[config.mk]
export PLATFORM = sky130hd
export DESIGN_NAME = lfsr_test_sequencer_flat
export DESIGN_NICKNAME = d
export VERILOG_FILES = /design/src/rtl/lfsr_test_sequencer_if.sv /design/src/rtl/lfsr_test_sequencer.sv /design/src/flat_wrapper.sv
export SDC_FILE = /design/constraint.sdc
export NUM_CORES = 1
export LEC_CHECK = 0
export CORE_MARGIN = 2
export CORE_UTILIZATION = 46
export DETAILED_ROUTE_END_ITERATION = 8
export PLACE_DENSITY = 0.84
export SKIP_CTS_REPAIR_TIMING = 1
export SYNTH_ARGS = -nofsm -noshare
export SYNTH_HDL_FRONTEND = slang
export SYNTH_SLANG_ARGS = --single-unit
[constraint.sdc]
create_clock -name i_clk -period 2.3 [get_ports i_clk]
set_input_delay 0.46 -clock i_clk [delete_from_list [all_inputs] [get_ports i_clk]]
set_output_delay 0.46 -clock i_clk [all_outputs]
set_load 0.03 [all_outputs]
[src/rtl/lfsr_test_sequencer_if.sv]
// Control/status bundle between the LFSR test sequencer and its driver.
// The slave modport is the sequencer's view. The master modport is the controller's view.
interface lfsr_test_sequencer_if;
  logic        i_start;
  logic        i_abort;
  logic [15:0] i_seed;
  logic        i_lock;
  logic        o_soft_reset;
  logic [15:0] o_seed;
  logic        o_valid;
  logic        o_corrupt;
  logic        o_busy;
  logic        o_done;
  logic        o_pass;
  logic [1:0]  o_err_code;
  logic [15:0] o_lock_latency;
  logic [2:0]  o_state;

  modport slave (
    input  i_start, i_abort, i_seed, i_lock,
    output o_soft_reset, o_seed, o_valid, o_corrupt, o_busy, o_done,
           o_pass, o_err_code, o_lock_latency, o_state
  );

  modport master (
    output i_start, i_abort, i_seed, i_lock,
    input  o_soft_reset, o_seed, o_valid, o_corrupt, o_busy, o_done,
           o_pass, o_err_code, o_lock_latency, o_state
  );
endinterface

[src/rtl/lfsr_test_sequencer.sv]
// Test-run controller for the LFSR generator/checker pair.
// Sequence: seed, acquire lock, hold lock, optionally inject corruption, then report the result.
module lfsr_test_sequencer #(
  parameter int unsigned DEF_SEED       = 300,
  parameter int unsigned LOCK_TIMEOUT   = 64,
  parameter int unsigned RUN_LEN        = 1024,
  parameter int unsigned UNLOCK_TIMEOUT = 16,
  parameter bit          INJECT_EN      = 1'b1
) (
  input  logic                  i_clk,
  input  logic                  i_rst,
  lfsr_test_sequencer_if.slave  bus
);

  typedef enum logic [2:0] {
    ST_IDLE    = 3'd0,
    ST_SEED    = 3'd1,
    ST_ACQUIRE = 3'd2,
    ST_RUN     = 3'd3,
    ST_INJECT  = 3'd4,
    ST_DONE    = 3'd5
  } state_t;

  localparam logic [15:0] DEF_SEED_V  = 16'(DEF_SEED);
  localparam logic [15:0] LOCK_LAST   = 16'(LOCK_TIMEOUT - 1);
  localparam logic [15:0] RUN_LAST    = 16'(RUN_LEN - 1);
  localparam logic [15:0] UNLOCK_LAST = 16'(UNLOCK_TIMEOUT - 1);

  state_t      state;
  logic [15:0] phase_cnt;

  assign bus.o_state = state;

  always_ff @(posedge i_clk or negedge i_rst) begin
    if (!i_rst) begin
      state              <= ST_IDLE;
      phase_cnt          <= '0;
      bus.o_soft_reset   <= 1'b0;
      bus.o_seed         <= DEF_SEED_V;
      bus.o_valid        <= 1'b0;
      bus.o_corrupt      <= 1'b0;
      bus.o_busy         <= 1'b0;
      bus.o_done         <= 1'b0;
      bus.o_pass         <= 1'b0;
      bus.o_err_code     <= 2'd0;
      bus.o_lock_latency <= '0;
    end else if (bus.i_abort && state != ST_IDLE) begin
      // Abort overrides any start request or phase transition in the same cycle.
      state              <= ST_IDLE;
      phase_cnt          <= '0;
      bus.o_soft_reset   <= 1'b0;
      bus.o_valid        <= 1'b0;
      bus.o_corrupt      <= 1'b0;
      bus.o_busy         <= 1'b0;
      bus.o_done         <= 1'b0;
      bus.o_pass         <= 1'b0;
      bus.o_err_code     <= 2'd0;
      bus.o_lock_latency <= '0;
    end else begin
      case (state)
        ST_IDLE, ST_DONE: begin
          if (bus.i_start) begin
            state              <= ST_SEED;
            phase_cnt          <= '0;
            bus.o_seed         <= (bus.i_seed == 16'd0) ? DEF_SEED_V : bus.i_seed;
            bus.o_soft_reset   <= 1'b1;
            bus.o_valid        <= 1'b0;
            bus.o_busy         <= 1'b1;
            bus.o_done         <= 1'b0;
            bus.o_pass         <= 1'b0;
            bus.o_err_code     <= 2'd0;
            bus.o_lock_latency <= '0;
          end
        end

        ST_SEED: begin
          state            <= ST_ACQUIRE;
          phase_cnt        <= '0;
          bus.o_soft_reset <= 1'b0;
          bus.o_valid      <= 1'b1;
        end

        ST_ACQUIRE: begin
          // Lock takes precedence over a timeout that falls on the same cycle.
          if (bus.i_lock) begin
            state              <= ST_RUN;
            phase_cnt          <= '0;
            bus.o_lock_latency <= phase_cnt;
          end else if (phase_cnt == LOCK_LAST) begin
            state          <= ST_DONE;
            bus.o_valid    <= 1'b0;
            bus.o_busy     <= 1'b0;
            bus.o_done     <= 1'b1;
            bus.o_pass     <= 1'b0;
            bus.o_err_code <= 2'd1;
          end else begin
            phase_cnt <= phase_cnt + 16'd1;
          end
        end

        ST_RUN: begin
          if (!bus.i_lock) begin
            state          <= ST_DONE;
            bus.o_valid    <= 1'b0;
            bus.o_busy     <= 1'b0;
            bus.o_done     <= 1'b1;
            bus.o_pass     <= 1'b0;
            bus.o_err_code <= 2'd2;
          end else if (phase_cnt == RUN_LAST) begin
            if (INJECT_EN) begin
              state         <= ST_INJECT;
              phase_cnt     <= '0;
              bus.o_corrupt <= 1'b1;
            end else begin
              state       <= ST_DONE;
              bus.o_valid <= 1'b0;
              bus.o_busy  <= 1'b0;
              bus.o_done  <= 1'b1;
              bus.o_pass  <= 1'b1;
            end
          end else begin
            phase_cnt <= phase_cnt + 16'd1;
          end
        end

        ST_INJECT: begin
          // Losing lock under corruption is the expected outcome and wins over the timeout.
          if (!bus.i_lock || phase_cnt == UNLOCK_LAST) begin
            state          <= ST_DONE;
            bus.o_valid    <= 1'b0;
            bus.o_corrupt  <= 1'b0;
            bus.o_busy     <= 1'b0;
            bus.o_done     <= 1'b1;
            bus.o_pass     <= !bus.i_lock;
            bus.o_err_code <= bus.i_lock ? 2'd3 : 2'd0;
          end else begin
            phase_cnt <= phase_cnt + 16'd1;
          end
        end

        default: state <= ST_IDLE;
      endcase
    end
  end

endmodule

[src/flat_wrapper.sv]
// flat-port wrapper written by rule: the top's interface ports become plain ports
module lfsr_test_sequencer_flat 
#(
  parameter int unsigned DEF_SEED       = 300,
  parameter int unsigned LOCK_TIMEOUT   = 64,
  parameter int unsigned RUN_LEN        = 1024,
  parameter int unsigned UNLOCK_TIMEOUT = 16,
  parameter bit          INJECT_EN      = 1'b1
)
  (i_clk, i_rst, bus_i_start, bus_i_abort, bus_i_seed, bus_i_lock, bus_o_soft_reset, bus_o_seed, bus_o_valid, bus_o_corrupt, bus_o_busy, bus_o_done, bus_o_pass, bus_o_err_code, bus_o_lock_latency, bus_o_state);
  lfsr_test_sequencer_if bus_i ();
  input  logic i_clk;
  input  logic i_rst;
  input wire logic [$bits(bus_i.i_start)-1:0] bus_i_start;
  input wire logic [$bits(bus_i.i_abort)-1:0] bus_i_abort;
  input wire logic [$bits(bus_i.i_seed)-1:0] bus_i_seed;
  input wire logic [$bits(bus_i.i_lock)-1:0] bus_i_lock;
  output wire logic [$bits(bus_i.o_soft_reset)-1:0] bus_o_soft_reset;
  output wire logic [$bits(bus_i.o_seed)-1:0] bus_o_seed;
  output wire logic [$bits(bus_i.o_valid)-1:0] bus_o_valid;
  output wire logic [$bits(bus_i.o_corrupt)-1:0] bus_o_corrupt;
  output wire logic [$bits(bus_i.o_busy)-1:0] bus_o_busy;
  output wire logic [$bits(bus_i.o_done)-1:0] bus_o_done;
  output wire logic [$bits(bus_i.o_pass)-1:0] bus_o_pass;
  output wire logic [$bits(bus_i.o_err_code)-1:0] bus_o_err_code;
  output wire logic [$bits(bus_i.o_lock_latency)-1:0] bus_o_lock_latency;
  output wire logic [$bits(bus_i.o_state)-1:0] bus_o_state;
  assign bus_i.i_start = bus_i_start;
  assign bus_i.i_abort = bus_i_abort;
  assign bus_i.i_seed = bus_i_seed;
  assign bus_i.i_lock = bus_i_lock;
  assign bus_o_soft_reset = bus_i.o_soft_reset;
  assign bus_o_seed = bus_i.o_seed;
  assign bus_o_valid = bus_i.o_valid;
  assign bus_o_corrupt = bus_i.o_corrupt;
  assign bus_o_busy = bus_i.o_busy;
  assign bus_o_done = bus_i.o_done;
  assign bus_o_pass = bus_i.o_pass;
  assign bus_o_err_code = bus_i.o_err_code;
  assign bus_o_lock_latency = bus_i.o_lock_latency;
  assign bus_o_state = bus_i.o_state;
  lfsr_test_sequencer #(.DEF_SEED(DEF_SEED), .LOCK_TIMEOUT(LOCK_TIMEOUT), .RUN_LEN(RUN_LEN), .UNLOCK_TIMEOUT(UNLOCK_TIMEOUT), .INJECT_EN(INJECT_EN)) u_core (.i_clk(i_clk), .i_rst(i_rst), .bus(bus_i));
endmodule
==> results of run 1 <==
power by group:
group          switching, uW  leakage [uW]  internal, uW
logic                   1530       0.00103          1170
clock network            400      0.000101           560
registers                208      0.000777          1300
worst reg2reg max path, cell delays in order (launching register included):
cell and delay (ns):
dfrtp_1 0.39, or4bb_1 0.65, o41ai_4 0.47, a21o_1 0.20
buf_4 0.17, nor2_1 0.05, o21ai_0 0.23, o31ai_2 0.11
metal layers:
| metal | vias up | GRT usage [%] |
|---|---|---|
| met5 | - | 0 |
| met4 | 0 | 9.67 |
| met3 | 20 | 6.06 |
| met2 | 135 | 38.6 |
| met1 | 1487 | 30.2 |
| li1 | 1421 | - |
path summary, 6_finish.rpt:
kind | to | slack (ns) | cells after the start
worst max-delay path | u_core.phase_cnt[6] | -0.11 | 7
worst min-delay path | u_core.bus.o_valid | 0.05 | 1
worst max register to register | u_core.phase_cnt[6] | -0.11 | 7
worst min register to register | u_core.bus.o_err_code[1] | 0.48 | 1
max in group asynchronous | u_core.bus.o_lock_latency[11] | 1.70 | 2
min in group i_clk | u_core.bus.o_err_code[1] | 0.48 | 1
cell type report:
cell class	count	area share (%)
multi-input combinational	238	35.9
sequential	59	33.1
timing repair buffer	108	22.7
clock buffer	14	3.63
tap	77	2.15
inverter	20	1.68
clock inverter	2	0.783
sequential cells by signal, indices dropped and copies added, names as in the netlist:
| register | count |
|---|---|
| u_core.phase_cnt | 16 |
| u_core.bus.o_lock_latency | 16 |
| u_core.bus.o_busy | 1 |
| u_core.bus.o_valid | 1 |
| u_core.bus.o_soft_reset | 1 |
| u_core.bus.o_err_code | 2 |
| u_core.bus.o_state | 3 |
| u_core.bus.o_pass | 1 |
| u_core.bus.o_corrupt | 1 |
| u_core.bus.o_seed | 16 |
| u_core.bus.o_done | 1 |
Yosys cell counts, types with 2 or more instances:
master     n  area, um^2
nor2_1    23        86.3
nor2b_1    4        25.0
or4_4      2        22.5
inv_1     20        75.1
a22o_1     8        70.1
or4_1      2        15.0
and3_1     6        37.5
nand2b_1   4        25.0
dfrtp_1   55        1380
o31ai_1    9        67.6
mux2i_1    3        30.0
dfstp_2    4         105
nand4_1    3        18.8
o41ai_1    3        26.3
o21ai_0   38         190
clkbuf_1  17        63.8
nand2_1   33         124
o21a_1     3        22.5
o22a_1     4        35.0
nor4_1     5        31.3
a211oi_1   2        15.0
nand3_1   29         145
a21oi_1   12        60.1
and2_1     7        43.8
nor3_1     5        25.0
o211ai_4   2        42.5
o21ai_1    5        25.0
a21o_1     4        30.0
o311ai_0   2        17.5
logic make-up after synthesis:
group / count (synthesis)
AOI/OAI and AO/OA: 102
DFF: 59
and+or+nand+nor: 131
muxes: 4
buffers and inverters: 41
adders and majority gates: 1
through the flow:
step | power (uW) | setup slack (ns)
floorplan | 3020 | -0.00395
global placement | 3970 | -0.146
detailed placement | 4030 | -0.234
CTS | 5010 | -0.130
global route | 5440 | -0.219
finish | 5160 | -0.105
==> impl_results.md, run 1 <==
- Status: finished with violations
- Violated checks: design-rule violations, negative setup slack
- CP max FO: 7
- Placed insts: ~500
- Asr flop ratio synth: 100%
- Final hold viol count: 0
- Vias in the first global route: 2938
- Most frequent cells in the layout: clkdlybuf4s50_1, dfrtp_1, buf_4
- CTS sink count: 59
- Worst Skew: around 0.0079 ns
- Initial antenna violation count: 0
- Syn. warnings: 0
- Crit. End Element: register
- Wire length on met2: roughly 4400 um
- Setup TNS: -0.948 ns
- CTS tree: yes
- Mapped Area: 3080 um^2
- Synth-to-Final Area Change: 45.5%
- Antenna cells: 0
- Multiplexer share of the synthesized area: roughly 1.3%
- Largest delay share family, worst path: compound AO/OA/AOI/OAI gates
- Drt initial violations: between 200 and 250
- Worst Setup Start Kind: register
- Syn Area/Cell: around 9 um^2
- Initial Utilization: between 40 and 50%
- Worst slew pin tran: between 0.5 and 0.6 ns
- RR Startpoint: u_core.phase_cnt[14]
- Via count: approximately 3100
- Vias per cell: just under 6
- Combinational family with the most area after synthesis: compound AO/OA/AOI/OAI gates
- Fmax: between 0.4 and 0.5 GHz
- Cell area after layout: roughly 4500 um^2
- Cell Chain, Critical Path: or4bb_1 -> o41ai_4 -> a21o_1 -> buf_4 -> nor2_1 -> o21ai_0 -> o31ai_2
- Commonest non-fill, non-tap cell in the layout: clkdlybuf4s50_1
- Yosys reg bits: a little under 60
- CTS clk-pin slew, worst paths: approximately 0.07 ns
- Reg area: about 1500 um^2
- Final Non-Filler Cells: between 500 and 600
- MaxCap Viol Count: 0
- Post-synth EDFFs: 0
- Die width: 85.8 um
- Final min period: 2.41 ns
- Total track usage: 23.7%
- Wire per inst: roughly 17 um
- Routed WL: slightly below 9000 um
- Slew Limit Fails: 0
- Post-route clock period utilization: 105%
- Wl on met1: between 3000 and 4000 um
- CP bufs+invs: 1
- Top layer in use: met4
- Unrepaired setup endpoints after global routing: true
- Drc violations: 5
- Global-route wire length before repair: between 10000 and 15000 um
- # IOs: 64
- Cts bufs inserted: 9
- CP startpoint: u_core.phase_cnt[14]
- Rel. slew slack: between 60% and 70%
- Worst hold slack: 0.0517 ns
- Final Util: approximately 70%
- CP Class: register to register
- Min setup slack post-route: -0.105 ns
- Top FF cell, synth: dfrtp_1
- Core Rows: 29
- PD cells: between 1000 and 1500 nW/um^2
- WP data required: 2.51 ns
- Post-Syn Instances: 338
- Maximum VDD drop: about 1000 uV
- Largest net degree at the start of global routing: 33
- Seq/Total Area, Yosys: a little under 50%
- Fin nets: between 400 and 500
- Clock root buffer: clkbuf_8
- Dpl hpwl: 5770 um
- Compound-gate portion of the synthesized area: 23.0%
- Critical Path AT: about 2.6 ns
- DR WL met3: 560 um
- Fill cell count: around 470
- Die height: about 86 um
- Port Buf Inserts: 63
- Share of post-route cells with drive strength above 1: around 23%
- Grt ovf: 0
- H-tree Lvls: 3
- GPL Wtd Cong: 0.921
- Area taken by multi-input logic gates: between 1500 and 2000 um^2
- CP max-delay cell: or4bb_1
- Area after DPL: between 4000 and 5000 um^2
- Die area: between 7000 and 8000 um^2
- Simple-Gate Fraction of Synth Area: a little over a fifth
- P_leak: approximately 0.0019 uW
- XOR/XNOR Fraction of Synth Area: 0%
- CTS max path bufs: 2
- Class of the worst hold path: primary input to async pin
- CP max stage delay: between 0.6 and 0.7 ns
- Final ANT Viol Nets: 0
- DR pass1 iterations: 9
- Endpoints failing setup: 20
- Synth cell types: 53
- Adder-Cell Fraction of Synth Area: 0.407%
- Core footprint: roughly 6400 um^2
- Post-synth net total: 360
- Worst-skew pair later-pin latency: approximately 0.34 ns
Note: power is estimated with default switching activity, not from simulation.
==> inputs of run 2 (changes only) <==
--- a/config.mk
+++ b/config.mk
@@ -8,7 +8,7 @@
 export CORE_MARGIN = 2
 export CORE_UTILIZATION = 46
 export DETAILED_ROUTE_END_ITERATION = 8
-export PLACE_DENSITY = 0.84
+export PLACE_DENSITY = 0.87
 export SKIP_CTS_REPAIR_TIMING = 1
 export SYNTH_ARGS = -nofsm -noshare
 export SYNTH_HDL_FRONTEND = slang
==> impl_results.md, run 2 (synthesized netlist as in run 1, its figures left out) <==
- Cell Chain, Critical Path: buf_4 -> clkdlybuf4s50_1 (was or4bb_1 -> o41ai_4 -> a21o_1 -> buf_4 -> nor2_1 -> o21ai_0 -> o31ai_2)
- CP max-delay cell: clkdlybuf4s50_1 (was or4bb_1)
- Largest net degree at the start of global routing: 60 (was 33)
- CTS clk-pin slew, worst paths: 0.07 ns (about the same)
- Fmax: 0.420 GHz (was 0.416 GHz)
- Sequential power share: 28.7% (was 29.2%)
- Worst Skew: 0.0129 ns (was 0.00795 ns)
- Wire per inst: 16.4 um (was 17.0 um)
- Routed WL: 8490 um (was 8790 um)
- Core footprint: 6420 um^2 (unchanged)
- Violated checks: design-rule violations, negative setup slack (unchanged)
- Endpoints failing setup: 21 (was 20)
- Placed insts: 500 (was 498)
- Grt ovf: 0 (unchanged)
- Crit. End Element: output port (was register)
- CP Class: register to output port (was register to register)
- Drc violations: 5 (unchanged)
- Global-route wire length before repair: 13700 um (was 13800 um)
- Port Buf Inserts: 63 (unchanged)
- CP startpoint: u_core.bus.o_state[2] (was u_core.phase_cnt[14])
- Net Sw Frac: 40.9% (was 41.4%)
- CP max stage delay: 0.68 ns (was 0.65 ns)
- Class of the worst hold path: primary input to async pin (unchanged)
- CTS tree: yes (unchanged)
- Area after DPL: 4070 um^2 (was 4050 um^2)
- Final Util: 67.5% (was 69.7%)
- Top flop regs: u_core.bus.o_lock_latency: 16 flops, u_core.bus.o_seed: 16 flops, u_core.phase_cnt: 16 flops (unchanged)
- Slew Limit Fails: 0 (unchanged)
- Most frequent cells in the layout: clkdlybuf4s50_1, dfrtp_1, buf_4 (unchanged)
- Final hold viol count: 0 (unchanged)
- Dpl hpwl: 5920 um (was 5770 um)
- Comb pwr share: 50.1% (was 52.3%)
- Worst Setup Start Kind: register (unchanged)
- CP max FO: 14 (was 7)
- Status: finished with violations (unchanged)
- RR Startpoint: u_core.phase_cnt[13] (was u_core.phase_cnt[14])
- Initial antenna violation count: 0 (unchanged)
- Via count: 3015 (was 3063)
- Die height: 85.8 um (unchanged)
- Rel. slew slack: 51.0% (was 65.4%)
- Initial Utilization: 47.9% (unchanged)
- Post-route clock period utilization: 104% (was 105%)
- Synth-to-Final Area Change: 41.0% (was 45.5%)
- Pre-CTS setup slack: -0.219 ns (was -0.234 ns)
- Final ANT Viol Nets: 0 (unchanged)
- Psw: 2150 uW (was 2140 uW)
- DR pass1 iterations: 9 (unchanged)
- # IOs: 64 (unchanged)
- Cell area after layout: 4340 um^2 (was 4480 um^2)
- P_leak: 0.00186 uW (was 0.00191 uW)
- GPL Wtd Cong: 0.930 (was 0.921)
- Vias per cell: 5.84 (was 5.91)
- Clk pwr share: 21.2% (was 18.6%)
- Vias in the first global route: 2794 (was 2938)
- PD cells: 1210 nW/um^2 (was 1150 nW/um^2)
- Cts bufs inserted: 9 (unchanged)
- Worst slew pin tran: 0.735 ns (was 0.516 ns)
- Core Rows: 29 (unchanged)
- Power Internal: 3100 uW (was 3020 uW)
- H-tree Lvls: 3 (unchanged)
- Share of post-route cells with drive strength above 1: 18.9% (was 22.9%)
- CTS sink count: 59 (unchanged)
- Total track usage: 23.9% (was 23.7%)
- Clock root buffer: clkbuf_8 (unchanged)
- Die width: 85.8 um (unchanged)
- Antenna cells: 0 (unchanged)
- Die area: 7360 um^2 (unchanged)
- Min setup slack post-route: -0.0837 ns (was -0.105 ns)
- Fin nets: 456 (was 458)
- Maximum VDD drop: 940 uV (was 1020 uV)
- MaxCap Viol Count: 0 (unchanged)
- Unrepaired setup endpoints after global routing: true (unchanged)
- Commonest non-fill, non-tap cell in the layout: clkdlybuf4s50_1 (unchanged)
- Final Non-Filler Cells: 516 (was 518)
- Worst-case reg-to-reg path depth: 5 (was 7)
- Worst-skew pair later-pin latency: 0.35 ns (was 0.34 ns)
- CTS max path bufs: 2 (unchanged)
- WP data required: 1.84 ns (was 2.51 ns)
- Critical Path AT: 1.92 ns (was 2.61 ns)
- Drt initial violations: 245 (was 229)
- Final min period: 2.38 ns (was 2.41 ns)
[run 2: cell count changes in the layout (fill, tap and decap cells not counted), sizes merged]
cell / previous run / this run
buf: 46 / 44
clkbuf: 14 / 11
clkinv: 1 / 2
clkinvlp: 0 / 1
bufinv: 1 / 2
[run 2: cell type report]
class / count / area (um^2)
Sequential cell: 59 / 1480
Clock buffer: 11 / 151
Tap cell: 77 / 96.3
Clock inverter: 5 / 85.1
Inverter: 20 / 75.1
Multi-Input combinational cell: 238 / 1470
Fill cell: 477 / 2090
Timing Repair Buffer: 106 / 977
[run 2: metal layers]
metal	GRT usage, %	vias to the layer above	share of wire, %
li1	-	1407	-
met1	31.4	1459	42
met2	39.9	123	50
met3	3.27	26	5.2
met4	10.1	0	2.7
met5	0	-	0
[run 2: worst max-delay path: cells and delay by family, from the launching register on]
kind	cells	cell delay, ns
DFF	1	0.63
buffers and inverters	2	0.94
[run 2: metrics by stage]
step	total power (uW)	hold slack [ns]	setup TNS, ns
2_1_floorplan	3020	0.164	-0.00925
3_3_place_gp	3980	0.462	-1.44
3_5_place_dp	4080	0.466	-3.14
4_1_cts	5200	0.281	-1.50
5_1_grt	5520	0.321	-3.69
6_report	5250	0.244	-0.713
[run 2: power by group through the flow]
stage / sequential (uW) / combinational (uW) / clock (uW)
after floorplan: 1880 / 1130 / 0
after global placement: 1490 / 2490 / 0
after detailed placement: 1510 / 2560 / 0
after CTS: 1500 / 2580 / 1120
after global routing: 1530 / 2810 / 1170
final: 1500 / 2630 / 1110
[run 2: final timing paths]
kind | endpoint | slack [ns]
hold / removal | u_core.bus.o_valid | 0.24
hold reg to reg | u_core.bus.o_seed[6] | 0.48
setup reg to reg | u_core.bus.o_pass | -0.07
setup / recovery | bus_o_state[2] | -0.08
min in group i_clk | u_core.bus.o_seed[6] | 0.48
max in group asynchronous | u_core.bus.o_state[1] | 1.53
